### src/rtl/parallel_latch_reader_pkg.sv
// Shared definitions for the parallel latch reader: output-register state
// encoding and the way-index width helper used by the top and the arbiter.
package parallel_latch_reader_pkg;

  typedef enum logic {
    ST_EMPTY = 1'b0,
    ST_FULL  = 1'b1
  } outState_e;

  // A single way still needs a one-bit index so that ports never collapse to zero width.
  function automatic int idxWidth(input int ways);
    return (ways > 1) ? $clog2(ways) : 1;
  endfunction

endpackage

### src/rtl/parallel_latch_reader_rr_pick.sv
// Rotating-priority encoder: grants the first requesting way found when
// scanning from ptr_i upwards and wrapping modulo WAY.
module rr_pick
  import parallel_latch_reader_pkg::*;
#(
  parameter int WAY = 3
) (
  input  logic [WAY-1:0]              req_i,
  input  logic [idxWidth(WAY)-1:0]    ptr_i,
  output logic [idxWidth(WAY)-1:0]    gnt_idx_o,
  output logic                        gnt_any_o
);

  localparam int IDXW = idxWidth(WAY);

  function automatic logic [IDXW-1:0] wrapIdx(input int v);
    return IDXW'(v % WAY);
  endfunction

  // Scan from the farthest offset back to ptr_i so the closest requester from the pointer wins.
  always_comb begin
    gnt_idx_o = '0;
    gnt_any_o = 1'b0;
    for (int k = WAY - 1; k >= 0; k--) begin
      if (req_i[wrapIdx(int'(ptr_i) + k)]) begin
        gnt_idx_o = wrapIdx(int'(ptr_i) + k);
        gnt_any_o = 1'b1;
      end
    end
  end

endmodule

### src/rtl/parallel_latch_reader.sv
// Read-side drain for a bank of latch groups: notices each way closing its
// latch, marks it pending and streams the captured word out one way per
// transfer in round-robin order over a valid/ready channel.
module parallel_latch_reader
  import parallel_latch_reader_pkg::*;
#(
  parameter int WAY  = 3,
  parameter int WIRE = 8
) (
  input  logic                       clk,
  input  logic                       rst_n,
  input  logic [WAY*WIRE-1:0]        q,
  input  logic [WAY-1:0]             wr_en,
  input  logic                       out_ready,
  input  logic                       overrun_clr,
  output logic                       out_valid,
  output logic [WIRE-1:0]            out_data,
  output logic [idxWidth(WAY)-1:0]   out_way,
  output logic [WAY-1:0]             pending,
  output logic [WAY-1:0]             overrun
);

  localparam int IDXW = idxWidth(WAY);

  outState_e        state_q, state_d;
  logic [WAY-1:0]   wrQ_q;
  logic [WAY-1:0]   pending_q, pending_d;
  logic [WAY-1:0]   overrun_q, overrun_d;
  logic [IDXW-1:0]  rrPtr_q, rrPtr_d;
  logic [IDXW-1:0]  outWay_q, outWay_d;
  logic [WIRE-1:0]  outData_q, outData_d;

  logic [WAY-1:0]   closeEv;
  logic [WAY-1:0]   grantVec;
  logic [IDXW-1:0]  gntIdx;
  logic             gntAny;
  logic             outFree;
  logic             capture;
  logic [WIRE-1:0]  capWord;

  // A close is the enable falling: transparent last cycle, opaque now.
  assign closeEv = wrQ_q & ~wr_en;
  assign outFree = (state_q == ST_EMPTY) || out_ready;
  assign capture = outFree && gntAny;

  rr_pick #(
    .WAY(WAY)
  ) uPick (
    .req_i     (pending_q),
    .ptr_i     (rrPtr_q),
    .gnt_idx_o (gntIdx),
    .gnt_any_o (gntAny)
  );

  // Select the granted way's live latch word and flag the way being captured this cycle.
  always_comb begin
    capWord  = '0;
    grantVec = '0;
    for (int i = 0; i < WAY; i++) begin
      if (gntIdx == IDXW'(i)) begin
        capWord     = q[i*WIRE +: WIRE];
        grantVec[i] = capture;
      end
    end
  end

  // Next-state for the output register, pending/overrun flags and round-robin pointer.
  always_comb begin
    state_d   = state_q;
    outData_d = outData_q;
    outWay_d  = outWay_q;
    rrPtr_d   = rrPtr_q;
    pending_d = (pending_q | closeEv) & ~grantVec;
    overrun_d = (overrun_clr ? '0 : overrun_q) | (closeEv & pending_q & ~grantVec);
    if (capture) begin
      state_d   = ST_FULL;
      outData_d = capWord;
      outWay_d  = gntIdx;
      rrPtr_d   = (int'(gntIdx) == WAY - 1) ? '0 : gntIdx + IDXW'(1);
    end else if ((state_q == ST_FULL) && out_ready) begin
      state_d = ST_EMPTY;
    end
  end

  // State registers; reset drops any word held in the output register.
  always_ff @(posedge clk) begin
    if (!rst_n) begin
      state_q   <= ST_EMPTY;
      wrQ_q     <= '0;
      pending_q <= '0;
      overrun_q <= '0;
      rrPtr_q   <= '0;
      outWay_q  <= '0;
      outData_q <= '0;
    end else begin
      state_q   <= state_d;
      wrQ_q     <= wr_en;
      pending_q <= pending_d;
      overrun_q <= overrun_d;
      rrPtr_q   <= rrPtr_d;
      outWay_q  <= outWay_d;
      outData_q <= outData_d;
    end
  end

  assign out_valid = (state_q == ST_FULL);
  assign out_data  = outData_q;
  assign out_way   = outWay_q;
  assign pending   = pending_q;
  assign overrun   = overrun_q;

endmodule

### config.mk
export PLATFORM = sky130hd
export DESIGN_NAME = parallel_latch_reader
export DESIGN_NICKNAME = d
export VERILOG_FILES = /design/src/rtl/parallel_latch_reader_pkg.sv /design/src/rtl/parallel_latch_reader_rr_pick.sv /design/src/rtl/parallel_latch_reader.sv
export SDC_FILE = /design/constraint.sdc
export NUM_CORES = 1
export LEC_CHECK = 0
export ABC_AREA = 1
export BUFFER_PORTS_ARGS = -buffer_cell sky130_fd_sc_hd__buf_2
export CAP_MARGIN = 10
export CORE_AREA = 2 2 57 59
export DETAILED_ROUTE_END_ITERATION = 16
export DIE_AREA = 0 0 59 61
export PLACE_DENSITY = 0.71
export SKIP_CTS_REPAIR_TIMING = 1
export SLEW_MARGIN = 20
export SYNTH_ARGS = -nofsm -noshare
export SYNTH_HDL_FRONTEND = slang
export SYNTH_HIERARCHICAL = 1
export SYNTH_SLANG_ARGS = --single-unit
### constraint.sdc
create_clock -name clk -period 2.1 [get_ports clk]
set_input_delay 0.63 -clock clk [delete_from_list [all_inputs] [get_ports clk]]
set_output_delay 0.63 -clock clk [all_outputs]
set_load 0.1 [all_outputs]
==> flow_metrics.py <==
metrics = {
    "setup_path": {
        "cp-start-kind": "register",
        "crit_path_end_kind": "register",
        "worstPathArrival_ps": 2150,
        "crit_start": "rrPtr_q[0]",
        "ff2ff_path_depth": 14,
        "critPathKind": "register to register",
        "r2r_slack_ps": 190,
        "crit_required_ps": 2340,
        "r2r-end": "overrun[2]",
        "reg2reg_from": "rrPtr_q[0]",
        "cp_max_fo": 7,
    },
    "pwr": {
        "clkPwrFrac": 0.141,
        "switching_share": 0.542,
        "peakVddDrop_mv": 0.613,
        "combinationalPowerShare": 0.624,
        "p_sw_mw": 1.27,
        "seqPwrFrac": 0.235,
        "p_int_mw": 1.07,
        "power_density_nw_per_um2": 1430,
        "power.leakage_nw": 0.908,
    },
    "finish": {
        "multiInputGateArea_um2": 704,
        "fin_util": 0.556,
        "num_antenna_cells": 0,
        "layout_common_cells": "nand2_1 (61), buf_2 (47), nand3_1 (39)",
        "final_common_cell": "nand2_1",
        "final_nets": 294,
        "area_growth_pct": 25.7,
        "num-fill-cells": 305,
        "final_cell_area_um2": 1640,
        "register_area_um2": 443,
        "drive_gt1_frac": 0.290,
        "stdcell_count": 292,
    },
    "synthesis": {
        "syn_inst": 209,
        "synth_nets": 243,
        "synthMuxAreaShare": 0,
        "yosysUniqueCellTypes": 20,
        "synthAdderAreaFrac": 0.0287,
        "synth_top_family_by_area": "simple AND/OR/NAND/NOR gates",
        "ys_ff_latch": 22,
        "synth_warnings": 6,
        "avgSynthCellArea_um2": 6.25,
        "syn_area_um2": 1310,
        "synth_seq_area_share": 0.337,
        "synthXorXnorAreaFrac": 0,
        "synthSimpleGateAreaFrac": 0.452,
        "synth_compound_area_frac": 0.0450,
    },
    "timing": {
        "finalMaxSlewViolations": 0,
        "period_share": 0.912,
        "tightest_slew_ps": 503,
        "fin_hold_ws_ps": 476,
        "relSlewSlack": 0.667,
        "hold_viol": 0,
        "rsz0062_at_grt": "no",
        "fmax_mhz": 522,
        "fin_skew_ps": 15.1,
        "tns_ps": 0,
        "fin_crit_ps": 1910,
        "setup_viol_count_final": 0,
    },
    "hold_path": {
        "hp-class": "register to register",
        "holdPathEnd": "out_way[1]",
        "min_path_cells": 2,
        "hold_start": "out_way[1]",
    },
    "die": {
        "num_rows": 20,
        "die_w_um": 59,
        "die_h_um": 61,
        "dieArea_um2": 3600,
        "initial_core_util": 0.442,
        "ios": 48,
        "core_area_um2": 2950,
    },
    "place": {
        "dp.cells": 285,
        "gp_congestion": 0.863,
        "port_buffers": 47,
        "dp_hpwl_um": 2340,
        "placed_area_um2": 1550,
    },
    "clock_network": {
        "clkTransAtPathRegs_ps": 140,
        "cts_tree": "done",
        "cts-root-buf": "clkbuf_4",
        "cts_buffer_depth": 2,
        "htree_levels": 1,
        "clock_latency_ps": 320,
        "numCtsBuffers": 3,
        "cts.sink_count": 22,
    },
    "detailed_routing": {
        "wl_per_cell_um": 10.8,
        "routed_via_density": 4.82,
        "drtAntennaViolNets": 0,
        "firstDrtPassIters": 4,
        "routed_wl_um": 3140,
        "drcViolationCount": 0,
        "drt_iter0_drc": 54,
        "dr_total_vias": 1406,
    },
    "global_routing": {
        "grt-ovfl-total": 0,
        "grt_usage": 0.178,
        "antenna_found_initial": 0,
        "grt_max_degree": 20,
        "grt_pass1_wl_um": 4970,
        "grt_pass1_vias": 1186,
    },
    "status": {
        "outcome": "finished, final reports clean",
    },
    "flow_run": {
        "max-cap-violations": 0,
    },
}
==> power by group through the flow <==
stage	combinational (mW)	clock (mW)	sequential, mW
detailed placement	1.39	0	0.561
CTS	1.40	0.337	0.551
floorplan	0.682	0	1.09
finish	1.46	0.331	0.550
global route	1.61	0.348	0.558
global placement	1.40	0	0.559
==> metal layers <==
layer	vias up	part of all wire	GRT usage	wire length, um
li1	748	-	-	-
met1	622	0.47	0.238	1470
met2	32	0.48	0.302	1500
met3	4	0.045	0.0256	141
met4	0	0.010	0.0455	32
met5	-	0	0	0
==> flip-flops by register name, indices dropped and copies added (netlist names) <==
register,flops
out_data,8
out_valid,1
out_way,2
overrun,3
pending,3
rrPtr_q,2
wrQ_q,3
==> worst max-delay path: stages, from the launching register on <==
cell and delay, ps:
dfxtp_1 380, inv_1 70, ha_2 370, inv_2 50, nand2_1 70, nand3_2 80
nand3_2 60, nand2_1 50, nand2_1 90, nand2_4 90, buf_4 170, nor2_1 90
nand3_1 110, nand3_1 100, nand2_1 50
==> cells by family (layout without fill, tap and decap cells) <==
kind of cell | count (synthesis) | count (layout)
simple gates | 134 | 134
flops | 22 | 22
fa+ha+maj | 3 | 3
buf+inv | 39 | 89
compound gates | 11 | 11
==> stage by stage <==
step           worst slack (ps)  total power [mW]
2_1_floorplan              66.1              1.77
3_3_place_gp               99.5              1.95
3_5_place_dp               41.1              1.96
4_1_cts                    16.9              2.29
5_1_grt                    3.55              2.52
6_report                    185              2.34
==> worst max path at each step <==
| stage | endpoint | slack, ps |
|---|---|---|
| after floorplan | overrun[2] | 70 |
| after global placement | overrun[2] | 100 |
| after detailed placement | overrun[2] | 40 |
| after CTS | overrun[1] | 20 |
| after global routing | out_data[7] | 4 |
| final | overrun[2] | 190 |
==> synthesized netlist by cell type, drive strengths merged <==
cell type,number,share of area
nor2,25,0.080
o21ai,4,0.015
nor3,1,0.0038
nand3b,1,0.0057
buf,7,0.045
a21oi,7,0.030
nand2,65,0.19
dfxtp,22,0.34
ha,3,0.029
inv,32,0.092
nand3,42,0.17
==> cell type report <==
cell class                      count  share of cell area
Clock buffer                        3              0.0137
Clock inverter                      1              0.0183
Sequential cell                    22               0.270
Multi-Input combinational cell    148               0.429
Inverter                           32              0.0732
Tap cell                           33              0.0252
Timing Repair Buffer               53               0.171
No activity file was read; power rests on OpenSTA's default activity.
